File: src/rtl/i2c_pkg.sv
// ----------------------------------------------------------------
// i2c_pkg: shared state encoding and field widths for the I2C master.
// Rev 1.0
// ----------------------------------------------------------------
`default_nettype none

package i2c_pkg;

  localparam int ADDR_W = 7;
  localparam int DATA_W = 8;

  typedef enum logic [3:0] {
    IDLE  = 4'd0,
    START = 4'd1,
    ADDR  = 4'd2,
    ACK_A = 4'd3,
    WR    = 4'd4,
    ACK_W = 4'd5,
    RD    = 4'd6,
    ACK_R = 4'd7,
    STOP0 = 4'd8,
    STOP1 = 4'd9
  } state_t;

endpackage

`default_nettype wire

File: src/rtl/i2c_edge_detect.sv
// ----------------------------------------------------------------
// i2c_edge_detect: single-cycle rise/fall pulses of the data_clk phase clock.
// Rev 1.0
// ----------------------------------------------------------------
`default_nettype none

module i2c_edge_detect (
  input  logic clk,
  input  logic rst,
  input  logic data_clk,
  output logic rise,
  output logic fall
);

  logic data_clk_q;
  logic data_clk_d;

  assign data_clk_d = data_clk;

  always_ff @(posedge clk) begin
    if (rst) begin
      data_clk_q <= 1'b0;
    end else begin
      data_clk_q <= data_clk_d;
    end
  end

  assign rise = data_clk & ~data_clk_q;
  assign fall = ~data_clk & data_clk_q;

endmodule

`default_nettype wire

File: src/rtl/i2c_master_fsm.sv
// ----------------------------------------------------------------
// i2c_master_fsm: byte-level I2C master sequencer stepped by data_clk edges.
// Rev 1.0
// ----------------------------------------------------------------
`default_nettype none

module i2c_master_fsm
  import i2c_pkg::*;
(
  input  logic              clk,
  input  logic              rst,
  input  logic              data_clk,
  input  logic              ena,
  input  logic [ADDR_W-1:0] addr,
  input  logic              rw,
  input  logic [DATA_W-1:0] data_wr,
  input  logic              sda_in,
  output logic              sda_oe,
  output logic              scl_not_ena,
  output logic              busy,
  output logic [DATA_W-1:0] data_rd,
  output logic              ack_error
);

  logic rise;
  logic fall;

  i2c_edge_detect u_edge (
    .clk      (clk),
    .rst      (rst),
    .data_clk (data_clk),
    .rise     (rise),
    .fall     (fall)
  );

  state_t              state_q, state_d;
  logic [2:0]          bit_cnt_q, bit_cnt_d;
  logic                armed_q, armed_d;
  logic                busy_q, busy_d;
  logic                ack_error_q, ack_error_d;
  logic                sda_oe_q, sda_oe_d;
  logic                scl_not_ena_q, scl_not_ena_d;
  logic [ADDR_W-1:0]   addr_q, addr_d;
  logic                rw_q, rw_d;
  logic [DATA_W-1:0]   data_q, data_d;
  logic [DATA_W-1:0]   rx_q, rx_d;
  logic [DATA_W-1:0]   data_rd_q, data_rd_d;

  logic [DATA_W-1:0]   addr_byte;
  logic [2:0]          cnt_dec;
  logic                same_req;
  logic [DATA_W-1:0]   rx_next;

  assign addr_byte = {addr_q, rw_q};
  assign cnt_dec   = bit_cnt_q - 3'd1;
  assign same_req  = (addr == addr_q) && (rw == rw_q);
  assign rx_next   = {rx_q[DATA_W-2:0], sda_in};

  // Falls are tested before rises in every state so a coincident pair resolves to the fall.
  always_comb begin
    state_d       = state_q;
    bit_cnt_d     = bit_cnt_q;
    armed_d       = armed_q;
    busy_d        = busy_q;
    ack_error_d   = ack_error_q;
    sda_oe_d      = sda_oe_q;
    scl_not_ena_d = scl_not_ena_q;
    addr_d        = addr_q;
    rw_d          = rw_q;
    data_d        = data_q;
    rx_d          = rx_q;
    data_rd_d     = data_rd_q;

    case (state_q)
      IDLE: begin
        if (fall && armed_q) begin
          sda_oe_d      = 1'b1;
          scl_not_ena_d = 1'b0;
          armed_d       = 1'b0;
          state_d       = START;
        end else if (ena && !armed_q) begin
          addr_d      = addr;
          rw_d        = rw;
          data_d      = data_wr;
          busy_d      = 1'b1;
          ack_error_d = 1'b0;
          armed_d     = 1'b1;
        end
      end
      START: begin
        if (!fall && rise) begin
          bit_cnt_d = 3'd7;
          sda_oe_d  = ~addr_byte[7];
          state_d   = ADDR;
        end
      end
      ADDR: begin
        if (!fall && rise) begin
          if (bit_cnt_q == 3'd0) begin
            sda_oe_d = 1'b0;
            state_d  = ACK_A;
          end else begin
            bit_cnt_d = cnt_dec;
            sda_oe_d  = ~addr_byte[cnt_dec];
          end
        end
      end
      ACK_A: begin
        if (fall) begin
          if (sda_in) begin
            ack_error_d = 1'b1;
            state_d     = STOP0;
          end
        end else if (rise) begin
          // Still here on a rise means the address was acknowledged.
          bit_cnt_d = 3'd7;
          if (rw_q) begin
            sda_oe_d = 1'b0;
            state_d  = RD;
          end else begin
            sda_oe_d = ~data_q[7];
            state_d  = WR;
          end
        end
      end
      WR: begin
        if (!fall && rise) begin
          if (bit_cnt_q == 3'd0) begin
            sda_oe_d = 1'b0;
            state_d  = ACK_W;
          end else begin
            bit_cnt_d = cnt_dec;
            sda_oe_d  = ~data_q[cnt_dec];
          end
        end
      end
      ACK_W: begin
        if (fall) begin
          if (sda_in) begin
            ack_error_d = 1'b1;
            state_d     = STOP0;
          end else if (ena && same_req) begin
            data_d = data_wr;
          end else begin
            state_d = STOP0;
          end
        end else if (rise) begin
          bit_cnt_d = 3'd7;
          sda_oe_d  = ~data_q[7];
          state_d   = WR;
        end
      end
      RD: begin
        if (fall) begin
          rx_d = rx_next;
          if (bit_cnt_q == 3'd0) begin
            data_rd_d = rx_next;
          end
        end else if (rise) begin
          if (bit_cnt_q == 3'd0) begin
            sda_oe_d = ena && same_req;
            state_d  = ACK_R;
          end else begin
            bit_cnt_d = cnt_dec;
          end
        end
      end
      ACK_R: begin
        if (fall) begin
          // Continue only if the master actually ACKed; a NACKed slave expects a STOP.
          if (!(sda_oe_q && ena && same_req)) begin
            state_d = STOP0;
          end
        end else if (rise) begin
          bit_cnt_d = 3'd7;
          sda_oe_d  = 1'b0;
          state_d   = RD;
        end
      end
      STOP0: begin
        if (!fall && rise) begin
          sda_oe_d = 1'b1;
          state_d  = STOP1;
        end
      end
      STOP1: begin
        if (fall) begin
          sda_oe_d      = 1'b0;
          scl_not_ena_d = 1'b1;
          busy_d        = 1'b0;
          state_d       = IDLE;
        end
      end
      default: begin
        state_d = IDLE;
      end
    endcase
  end

  always_ff @(posedge clk) begin
    if (rst) begin
      state_q       <= IDLE;
      bit_cnt_q     <= 3'd7;
      armed_q       <= 1'b0;
      busy_q        <= 1'b0;
      ack_error_q   <= 1'b0;
      sda_oe_q      <= 1'b0;
      scl_not_ena_q <= 1'b1;
      addr_q        <= '0;
      rw_q          <= 1'b0;
      data_q        <= '0;
      rx_q          <= '0;
      data_rd_q     <= '0;
    end else begin
      state_q       <= state_d;
      bit_cnt_q     <= bit_cnt_d;
      armed_q       <= armed_d;
      busy_q        <= busy_d;
      ack_error_q   <= ack_error_d;
      sda_oe_q      <= sda_oe_d;
      scl_not_ena_q <= scl_not_ena_d;
      addr_q        <= addr_d;
      rw_q          <= rw_d;
      data_q        <= data_d;
      rx_q          <= rx_d;
      data_rd_q     <= data_rd_d;
    end
  end

  assign sda_oe      = sda_oe_q;
  assign scl_not_ena = scl_not_ena_q;
  assign busy        = busy_q;
  assign ack_error   = ack_error_q;
  assign data_rd     = data_rd_q;

endmodule

`default_nettype wire
File: config.mk
export PLATFORM = sky130hd
export DESIGN_NAME = i2c_master_fsm
export DESIGN_NICKNAME = d
export VERILOG_FILES = /design/src/rtl/i2c_pkg.sv /design/src/rtl/i2c_edge_detect.sv /design/src/rtl/i2c_master_fsm.sv
export SDC_FILE = /design/constraint.sdc
export NUM_CORES = 1
export LEC_CHECK = 0
export CORE_ASPECT_RATIO = 1.5
export CORE_MARGIN = 4
export CORE_UTILIZATION = 25
export CTS_BUF_LIST = sky130_fd_sc_hd__clkbuf_4
export DETAILED_ROUTE_END_ITERATION = 7
export HOLD_SLACK_MARGIN = 0.06
export SETUP_SLACK_MARGIN = 0.1
export SKIP_LAST_GASP = 1
export SLEW_MARGIN = 20
export SYNTH_ARGS = -nofsm -noshare
export SYNTH_HDL_FRONTEND = slang
export SYNTH_SLANG_ARGS = --single-unit
File: constraint.sdc
create_clock -name clk -period 2.2 [get_ports clk]
set_input_delay 0.22 -clock clk [delete_from_list [all_inputs] [get_ports clk]]
set_output_delay 0.22 -clock clk [all_outputs]
set_load 0.01 [all_outputs]
Yosys cells after proc, flatten, opt, wreduce, memory -nomap -nowiden. Cells that the tools add are included. W data, S select, Z words.

Register bits after elaboration: 44. Input bits: 21. Output and inout port bits: 12. Logic and storage cells: 171.

Add/sub/neg operators: 1. Magnitude comparators: 1. Eq/ne operators: 44. Muxes and demuxes: 72. Bitwise operators: 9. Reductions and logical operators: 31.

Operators with widths (count): $mux W4 (21); $ne A2 B2 Y1 const B (23); $mux W8 (5); $pmux W4 S10 (1); $mux W1 (29); $mux W3 (7); $reduce_and A17 Y1 (1); $eq A4 B3 Y1 const B (4); $pmux W8 S2 (1); $reduce_and A16 Y1 (1); $ne A3 B3 Y1 const B (5); $pmux W3 S4 (1); $pmux W1 S10 (1); $reduce_bool A10 Y1 (1); $reduce_and A3 Y1 (3); $eq A4 B2 Y1 const B (2); $eq A4 B4 Y1 const B (2); $ne A2 B1 Y1 const B (4); $reduce_bool A2 Y1 (4); $eq A7 B7 Y1 (1); $logic_and A1 B1 Y1 (7); $not A1 Y1 (7); $reduce_and A7 Y1 (1); $bmux W1 S3 (2); other kinds (18) (24).

Depth between registers and ports, before layout. Gate-level depths: netlist of the first run.

Depth in word-level cells: 7. Mapped depth: 9. Gate-level depth less buffers: 8.

By module. Synthesis of the first run repeated with hierarchy kept, for this count alone.

Cells, all modules: 252. Area total of the unflattened synthesis: 2299.7 um2.

Modules (own cells, without submodules): i2c_master_fsm (times used 1, cells an instance 248, area an instance 2260.9 um2); i2c_edge_detect (times used 1, cells an instance 4, area an instance 38.8 um2).

Worst setup path before layout of the first run. No wires, ideal clock.

Kind: reg2reg. Start point: register bit_cnt_q[0]. End point: register sda_oe_q (netlist: sda_oe). Setup time: 0.088 ns. Data arrival time: 1.825 ns. Data required time: 2.112 ns. Slack: 0.287 ns. Cell stages (with the launch flop): 9. Clock period less this slack: 1.913 ns. Cell sequence: dfxtp_1 -> buf_6 -> inv_1 -> ha_1 -> mux4_2 -> a211o_1 -> a21oi_1 -> o32ai_1 -> a311oi_2.

Word-level cells in the longest chain between the ends: 7. Elaborated cells on any way between the ends: 15. Those cells by class: add/sub (1); eq/ne (1); mux (9); bitwise (2); reduce/logical (2).

RTL lines: start, declared (RTL line i2c_master_fsm.sv:37) `logic [2:0] bit_cnt_q, bit_cnt_d;`; start signal, assigned (RTL line i2c_master_fsm.sv:216) `bit_cnt_q <= bit_cnt_d;`; $sub A3 B1 Y3 (RTL line i2c_master_fsm.sv:55) `assign cnt_dec = bit_cnt_q - 3'd1;`; $bmux W1 S3, on equally long branches (RTL line i2c_master_fsm.sv:133, i2c_master_fsm.sv:104); $mux W1, on equally long branches (RTL line i2c_master_fsm.sv:133, i2c_master_fsm.sv:104); $not A1 Y1, on equally long branches (RTL line i2c_master_fsm.sv:133, i2c_master_fsm.sv:104); $mux W1, on equally long branches (RTL line i2c_master_fsm.sv:128, i2c_master_fsm.sv:99); $mux W1, on equally long branches (RTL line i2c_master_fsm.sv:127, i2c_master_fsm.sv:98); $pmux W1 S10 (RTL line i2c_master_fsm.sv:74) `case (state_q)`; end signal, assigned (RTL line i2c_master_fsm.sv:220) `sda_oe_q <= sda_oe_d;`; end, declared (RTL line i2c_master_fsm.sv:41) `logic sda_oe_q, sda_oe_d;`.

Several ways; a longest one is shown, not always the timed one. The select of a mux whose other input is x is not followed. A chain may end at the register's enable or synchronous reset.

Worst setup path in the final report of the first run. Same ends and word-level chain as after synthesis.

==> results_tabular.tex, run 1 <==
\begin{tabular}{lr}
\hline
Metric & Value \\
\hline
\multicolumn{2}{l}{\textbf{Outcome}} \\
\quad Outcome & completed \\
\multicolumn{2}{l}{\textbf{Critical path}} \\
\quad Element type at the critical path end & flip-flop \\
\quad Critical-path maximum fanout & 5 \\
\quad Series of cell instances along the critical path & inv\_1 > ha\_2 > mux4\_2 > a211o\_1 > a21oi\_1 > o32ai\_1 > a311oi\_2 \\
\quad Critical path arrival & approximately 2300 ps \\
\quad Cell family contributing the most delay on the critical path & compound AO/OA/AOI/OAI gates \\
\quad Slowest CP cell & sky130\_fd\_sc\_hd\_\_ha\_2 \\
\quad Delay of the slowest cell on the worst path & between 300 and 400 ps \\
\quad Startpoint type of the worst setup path & flip-flop \\
\quad Required time at the endpoint of the critical path & roughly 2500 ps \\
\quad Kind of critical path & reg2reg \\
\quad Buffers and inverters on the worst path & 1 \\
\multicolumn{2}{l}{\textbf{Yosys}} \\
\quad Proportion of register bits with asynchronous set or reset after synthesis & 0\% \\
\quad Post-Synthesis Cell Area & 2370 sq um \\
\quad Dominant combinational cell family by area after synthesis & simple AND/OR/NAND/NOR gates \\
\quad Register area share after synthesis & between 30 and 40\% \\
\quad Gate count of the mapped netlist & between 200 and 300 \\
\quad Synthesized-area fraction occupied by adder cells & 2.11\% \\
\quad Simple-gate portion of the synthesized area & between 10\% and 20\% \\
\quad Post-synthesis average cell area & about 9.1 sq um \\
\quad Share of cell area taken by muxes after synthesis & 16.0\% \\
\quad Synthesized-area fraction occupied by ao, oa, aoi and oai cells & 15.3\% \\
\quad Synth Register Bits & 44 \\
\quad Yosys cell types & 55 \\
\quad Post-synth top flop & sky130\_fd\_sc\_hd\_\_dfxtp\_1 \\
\quad Synthesis warning total & 0 \\
\quad EDFF count, synth & 0 \\
\quad Synthesized Nets & approximately 290 \\
\quad Share of the synthesized netlist area taken by xor and xnor gates & about 3.3\% \\
\multicolumn{2}{l}{\textbf{CTS}} \\
\quad Max clock buf depth & 2 \\
\quad CTS Root Cell & sky130\_fd\_sc\_hd\_\_clkbuf\_4 \\
\quad Clk pin slew, worst setup/hold paths & 150 ps \\
\quad Hold buffer count at CTS & 0 \\
\quad Total clock sinks & 44 \\
\quad Clock H-tree levels & 2 \\
\quad CTS buffer count & 5 \\
\quad Clock latency reported for the late side of the worst-skew pair & $\sim$380 ps \\
\quad TritonCTS clock tree & yes \\
\multicolumn{2}{l}{\textbf{Routing}} \\
\quad Final wirelength & around 5600 um \\
\quad Post-DRT Antenna Nets & 0 \\
\quad Routed vias & just over 2,000 \\
\quad \# DRC & 0 \\
\quad DR vias/cell & between 4 and 5 \\
\quad Number of design-rule violations left by the first detailed-router iteration & 65 \\
\quad Number of detailed-routing iterations run before antenna repair & 4 \\
\quad Routed length per instance & 13.4 um \\
\multicolumn{2}{l}{\textbf{Place}} \\
\quad DP Area & a little under 3000 sq um \\
\quad Setup Slack @ Placement & -149 ps \\
\quad Total half-perimeter wirelength after legalization and detailed placement & about 4200 um \\
\quad Total placed cells including tap cells & between 400 and 500 \\
\quad GP Congestion & 0.870 \\
\quad Number of I/O port buffers & 32 \\
\multicolumn{2}{l}{\textbf{Global routing}} \\
\quad Global-route congestion overflow total & 0 \\
\quad Number of antenna violations at the first check in global routing & 0 \\
\quad Global-route wire length before repair & about 9500 um \\
\quad Total track usage & about a tenth \\
\quad Vias in the first global route & a little under 2,000 \\
\quad Maximum number of pins on one net before global-route repair & 30 \\
\multicolumn{2}{l}{\textbf{Timing}} \\
\quad Post-Route Hold Slack & between 400 and 500 ps \\
\quad Minimum clock period after layout & 1960 ps \\
\quad Final setup fails & 0 \\
\quad Final-layout setup total negative slack & 0 ps \\
\quad Fin worst setup slack & 243 ps \\
\quad Number of hold violations in the final report & 0 \\
\quad Maximum frequency from static timing analysis & 511 MHz \\
\quad Final count of pins violating max slew & 0 \\
\quad Slew at the pin closest to its max-slew limit & 457 ps \\
\quad Final worst path period share & around 89\% \\
\quad Worst slew margin relative to its limit & a little over two thirds \\
\quad Worst clock skew on the final layout & between 20 and 25 ps \\
\quad RSZ-0062 raised after global routing & true \\
\multicolumn{2}{l}{\textbf{Floorplan}} \\
\quad Placeable core region & between 9000 and 10,000 sq um \\
\quad Std cell rows & 43 \\
\quad Area of the die & roughly 11,000 sq um \\
\quad I/O pin cnt & 33 \\
\quad Overall die width & slightly below 90 um \\
\quad Die Span Y & $\sim$130 um \\
\quad Initial standard-cell utilization of the core & about a quarter \\
\multicolumn{2}{l}{\textbf{Finish}} \\
\quad Antenna diodes & 0 \\
\quad Leading cell type in the layout, fill and taps excluded & sky130\_fd\_sc\_hd\_\_dfxtp\_1 \\
\quad Fraction of layout instances using a drive strength above 1 & $\sim$16\% \\
\quad Leading cell types in the layout, fill and taps excluded & sky130\_fd\_sc\_hd\_\_dfxtp\_1, sky130\_fd\_sc\_hd\_\_nor2\_1, sky130\_fd\_sc\_hd\_\_clkdlybuf4s50\_1 \\
\quad Area Overhead vs Synth & 26.0\% \\
\quad Final Instance Count excl. Fillers & 416 \\
\quad Share of the core filled with cells in the final layout & about a third \\
\quad Net total in the final layout & 328 \\
\quad Final std cell area, no fill & roughly 3000 sq um \\
\multicolumn{2}{l}{\textbf{Power and ir drop}} \\
\quad Cell Pwr Density & 682 nW/um\^{}2 \\
\quad Tot Pwr & just over 2 mW \\
\quad Max rail drop VDD & about 320 uV \\
\quad Standby leakage power & about 1.2 nW \\
\multicolumn{2}{l}{\textbf{Job}} \\
\quad Max Cap Violations & 0 \\
\multicolumn{2}{l}{\textbf{Min path}} \\
\quad Worst hold path class & in2reg \\
\hline
\end{tabular}
## layer usage
layer	vias up	GRT usage, %	wire length (um)
met5	-	0	0
met4	0	5.15	110
met3	8	1.87	203
met2	45	17.7	2860
met1	963	12.9	2420
li1	1012	-	-
## report_power, final
part	internal (mW)	switching (mW)	leakage, nW	total, mW
clock	0.243	0.292	0.0418	0.535
combinational	0.298	0.289	0.831	0.587
sequential	0.862	0.0561	0.359	0.918
## final cells by class
cell class,count,area (sq um)
Clock inverter,3,46.3
Sequential cell,44,882
Timing Repair Buffer,55,505
Clock buffer,5,37.5
Inverter,9,33.8
Fill cell,989,6260
Multi-Input combinational cell,188,1350
Tap cell,112,140
## sequential cells by signal, summed over array words and instances (netlist names)
register	cells
armed_q	1
u_edge.data_clk_q	1
data_q	8
addr_q	7
sda_oe	1
state_q	4
scl_not_ena	1
rw_q	1
data_rd	8
ack_error	1
busy	1
rx_q	7
bit_cnt_q	3
## what timing repair did
action | CTS | global route
setup buffers | 0 | 0
setup endpoints to repair | 0 | 12
resized for setup | 0 | 5
hold endpoints to repair | 0 | 0
## kinds of logic (layout without fill, tap and decap cells)
family,after synthesis,after routing
buffers and inverters,29,72
AOI/OAI and AO/OA,49,49
xor gates and xnor gates,9,9
adders and majority gates,4,4
and+or+nand+nor,94,94
muxes,32,32
DFF,44,44
## worst reg2reg max path: stages, from the launching register on
cell	delay, ps
sky130_fd_sc_hd__dfxtp_1	350
sky130_fd_sc_hd__inv_1	70
sky130_fd_sc_hd__ha_2	380
sky130_fd_sc_hd__mux4_2	320
sky130_fd_sc_hd__a211o_1	280
sky130_fd_sc_hd__a21oi_1	140
sky130_fd_sc_hd__o32ai_1	100
sky130_fd_sc_hd__a311oi_2	230
## path summary, 6_finish.rpt
| kind | cells after the start | to | from | slack (ps) |
|---|---|---|---|---|
| min | 3 | u_edge.data_clk_q | data_clk | 420 |
| max reg2reg | 7 | sda_oe | bit_cnt_q[0] | 240 |
| max | 7 | sda_oe | bit_cnt_q[0] | 240 |
| min reg2reg | 2 | busy | busy | 470 |
## synthesized netlist by cell type (all sizes together), types with 2 or more instances
master  instances  share of area, %
dfxtp          44                37
mux2i          27                11
nand3          12               2.7
buf            13               4.1
o22ai           3              0.79
o221ai          2               1.0
nand2          18               2.8
o21ai           4              0.84
xor2            7               2.6
clkbuf          6               1.1
nand2b          9               2.4
xnor2           2              0.74
inv             9               1.4
o21bai          3              0.95
nor4            4               1.1
or2             2              0.53
a31oi           6               1.6
nor2           37               6.2
nor3            4              0.84
mux4            4               4.1
ha              4               2.1
a211o           2              0.74
a211oi          2              0.63
a21oi          13               2.7
o21a            2              0.63
Note: power is estimated with default switching activity, not from simulation.
==> run 2: changes to the inputs <==
--- a/config.mk
+++ b/config.mk
@@ -11,6 +11,7 @@
 export CTS_BUF_LIST = sky130_fd_sc_hd__clkbuf_4
 export DETAILED_ROUTE_END_ITERATION = 7
 export HOLD_SLACK_MARGIN = 0.06
+export PLACE_DENSITY = 0.44
 export SETUP_SLACK_MARGIN = 0.1
 export SKIP_LAST_GASP = 1
 export SLEW_MARGIN = 20
==> results_tabular.tex, run 2 (synthesis gave the netlist of run 1 again) <==
\begin{tabular}{lr}
\hline
Metric & Value \\
\hline
\multicolumn{2}{l}{\textbf{Critical path}} \\
\quad Slowest CP cell & sky130\_fd\_sc\_hd\_\_dfxtp\_1 \\
\quad Capture instance of the worst register-to-register path & sda\_oe \\
\quad Critical path arrival & 2260 ps (about the same) \\
\quad Critical-path maximum fanout & 4 (-1) \\
\quad Delay of the slowest cell on the worst path & 360 ps (-20 ps) \\
\quad Element type at the critical path end & flip-flop \\
\quad Series of cell instances along the critical path & inv\_1 > ha\_1 > mux4\_2 > a211o\_1 > a21oi\_1 > o32ai\_1 > a311oi\_2 \\
\quad Startpoint type of the worst setup path & flip-flop \\
\quad Kind of critical path & reg2reg \\
\quad Reg2reg start & bit\_cnt\_q[0] \\
\quad Required time at the endpoint of the critical path & 2500 ps (about the same) \\
\quad Reg-to-reg setup timing slack & 240 ps (about the same) \\
\quad R2R depth & 7 (unchanged) \\
\multicolumn{2}{l}{\textbf{Min path}} \\
\quad Number of cells on the worst hold path & 3 (unchanged) \\
\quad Endpoint, Worst Hold & u\_edge.data\_clk\_q \\
\quad Worst hold path class & in2reg \\
\quad Hold wc startpoint & data\_clk \\
\multicolumn{2}{l}{\textbf{CTS}} \\
\quad Count of instances resized after the clock tree is built & 0 (unchanged) \\
\quad CTS buffer count & 5 (unchanged) \\
\quad TritonCTS clock tree & yes \\
\quad Clk pin slew, worst setup/hold paths & 140 ps (about the same) \\
\quad CTS Root Cell & sky130\_fd\_sc\_hd\_\_clkbuf\_4 \\
\quad Clock H-tree levels & 2 (unchanged) \\
\quad Max clock buf depth & 2 (unchanged) \\
\quad Clock latency reported for the late side of the worst-skew pair & 370 ps (about the same) \\
\quad Postcts setup bufs & 0 (unchanged) \\
\quad Hold buffer count at CTS & 0 (unchanged) \\
\quad Total clock sinks & 44 (unchanged) \\
\multicolumn{2}{l}{\textbf{Routing}} \\
\quad \# DRC & 0 (unchanged) \\
\quad DR vias/cell & 4.82 (-1.2\%) \\
\quad Routed vias & 2,018 (-0.49\%) \\
\quad Number of detailed-routing iterations run before antenna repair & 5 (+1) \\
\quad Post-DRT Antenna Nets & 0 (unchanged) \\
\quad Final wirelength & 5930 um (+6.0\%) \\
\quad Number of design-rule violations left by the first detailed-router iteration & 121 (+86\%) \\
\quad Routed length per instance & 14.1 um (+5.2\%) \\
\multicolumn{2}{l}{\textbf{Finish}} \\
\quad Area Overhead vs Synth & 25.6\% \\
\quad Leading cell types in the layout, fill and taps excluded & sky130\_fd\_sc\_hd\_\_dfxtp\_1, sky130\_fd\_sc\_hd\_\_nor2\_1, sky130\_fd\_sc\_hd\_\_clkdlybuf4s50\_1 \\
\quad Fraction of layout instances using a drive strength above 1 & 16.0\% (-0.16 points) \\
\quad Share of the core filled with cells in the final layout & 32.2\% (-0.12 points) \\
\quad Net total in the final layout & 332 (+1.2\%) \\
\quad Antenna diodes & 0 (unchanged) \\
\quad Leading cell type in the layout, fill and taps excluded & sky130\_fd\_sc\_hd\_\_dfxtp\_1 \\
\quad Final Instance Count excl. Fillers & 419 (+0.72\%) \\
\multicolumn{2}{l}{\textbf{Place}} \\
\quad GP Congestion & 0.818 (-6.0\%) \\
\quad Number of I/O port buffers & 32 (unchanged) \\
\quad Total placed cells including tap cells & 412 (+0.98\%) \\
\quad Total half-perimeter wirelength after legalization and detailed placement & 4400 um (+3.9\%) \\
\multicolumn{2}{l}{\textbf{Timing}} \\
\quad Minimum clock period after layout & 1960 ps (+1.81 ps) \\
\quad Post-Route Hold Slack & 426 ps (+5.77 ps) \\
\quad Final worst path period share & 89.1\% (about the same) \\
\quad Worst slew margin relative to its limit & 63.8\% (-5.8 points) \\
\quad Slew at the pin closest to its max-slew limit & 543 ps (+86.0 ps) \\
\quad Worst clock skew on the final layout & 12.0 ps (-8.60 ps) \\
\quad Final count of pins violating max slew & 0 (unchanged) \\
\quad Maximum frequency from static timing analysis & 510 MHz (about the same) \\
\quad Number of hold violations in the final report & 0 (unchanged) \\
\quad Final setup fails & 0 (unchanged) \\
\quad RSZ-0062 raised after global routing & false \\
\multicolumn{2}{l}{\textbf{Power and ir drop}} \\
\quad Max rail drop VDD & 390 uV (+23\%) \\
\quad Sw Share & 32.8\% (+1.6 points) \\
\quad Total internal power & 1.29 mW (-8.3\%) \\
\quad Portion of total power attributed to sequential cells & 48.5\% (+3.5 points) \\
\quad Net switching power & 0.627 mW (-1.5\%) \\
\quad Combinational share of power & 30.8\% (+2.0 points) \\
\quad Share of power burned in the clock network & 20.7\% (-5.5 points) \\
\quad Standby leakage power & 1.24 nW (+0.72\%) \\
\quad Cell Pwr Density & 642 nW/um\^{}2 (-5.9\%) \\
\multicolumn{2}{l}{\textbf{Outcome}} \\
\quad Outcome & completed \\
\multicolumn{2}{l}{\textbf{Global routing}} \\
\quad Global-route congestion overflow total & 0 (unchanged) \\
\quad Vias in the first global route & 1,992 (+3.0\%) \\
\quad Maximum number of pins on one net before global-route repair & 47 (+57\%) \\
\quad Global-route wire length before repair & 9840 um (+3.9\%) \\
\quad Number of antenna violations at the first check in global routing & 0 (unchanged) \\
\quad Total track usage & 11.2\% (+0.67 points) \\
\multicolumn{2}{l}{\textbf{Floorplan}} \\
\quad I/O pin cnt & 33 (unchanged) \\
\quad Std cell rows & 43 (unchanged) \\
\quad Placeable core region & 9250 sq um (unchanged) \\
\quad Area of the die & 11,200 sq um (unchanged) \\
\quad Overall die width & 87.6 um (unchanged) \\
\quad Initial standard-cell utilization of the core & 25.7\% (unchanged) \\
\quad Die Span Y & 127 um (unchanged) \\
\multicolumn{2}{l}{\textbf{Job}} \\
\quad Max Cap Violations & 0 (unchanged) \\
\hline
\end{tabular}
==> run 2: cell types whose count changed in the layout (fill, tap and decap cells not counted), sizes merged <==
cell,before,now
bufinv,1,0
clkinv,0,1
inv,10,9
buf,23,27
==> run 2: worst max-delay path: cells and delay by family (launching register included) <==
family          cells  cell delay, ps
compound gates      4             780
flops               1             360
fa+ha+maj           1             360
mux                 1             330
buf+inv             1              70
==> run 2: layout make-up <==
class	count	area, sq um
clock buffer	5	37.5
clock inverter	2	12.5
fill	1008	6270
inverter	9	33.8
multi-input combinational	188	1340
sequential	44	881
tap	112	140
timing repair buffer	59	536
==> run 2: through the flow <==
| step | setup WS [ps] | power, mW | setup TNS [ps] | instance area, sq um |
|---|---|---|---|---|
| 6_report | 241 | 1.91 | 0 | 2980 |
| 4_1_cts | 205 | 1.95 | 0 | 2970 |
| 3_5_place_dp | -146 | 1.54 | -1460 | 2920 |
| 5_1_grt | 117 | 2.05 | 0 | 2980 |
| 2_1_floorplan | 287 | 1.32 | 0 | 2370 |
| 3_3_place_gp | -96.3 | 1.54 | -1250 | 2920 |
==> run 2: metal layers <==
metal	wire length, um	part of all wire, %	track usage (%)
met1	2590	44	13.7
met2	3010	51	18.7
met3	197	3.3	2.19
met4	131	2.2	5.24
met5	0	0	0
==> run 2: power by group through the flow <==
stage          sequential (mW)  clock (mW)  combinational [mW]
2_1_floorplan            0.920           0               0.399
4_1_cts                  0.929       0.424               0.593
5_1_grt                  0.942       0.465               0.644
3_5_place_dp             0.947           0               0.591
6_report                 0.928       0.396               0.589
3_3_place_gp             0.946           0               0.594
==> run 2: worst max path at each step <==
stage                             to         start
after floorplan               sda_oe  bit_cnt_q[0]
after global placement     data_q[1]      data_clk
after detailed placement  state_q[0]      data_clk
after CTS                     sda_oe  bit_cnt_q[0]
after global routing          sda_oe  bit_cnt_q[0]
final                         sda_oe  bit_cnt_q[0]
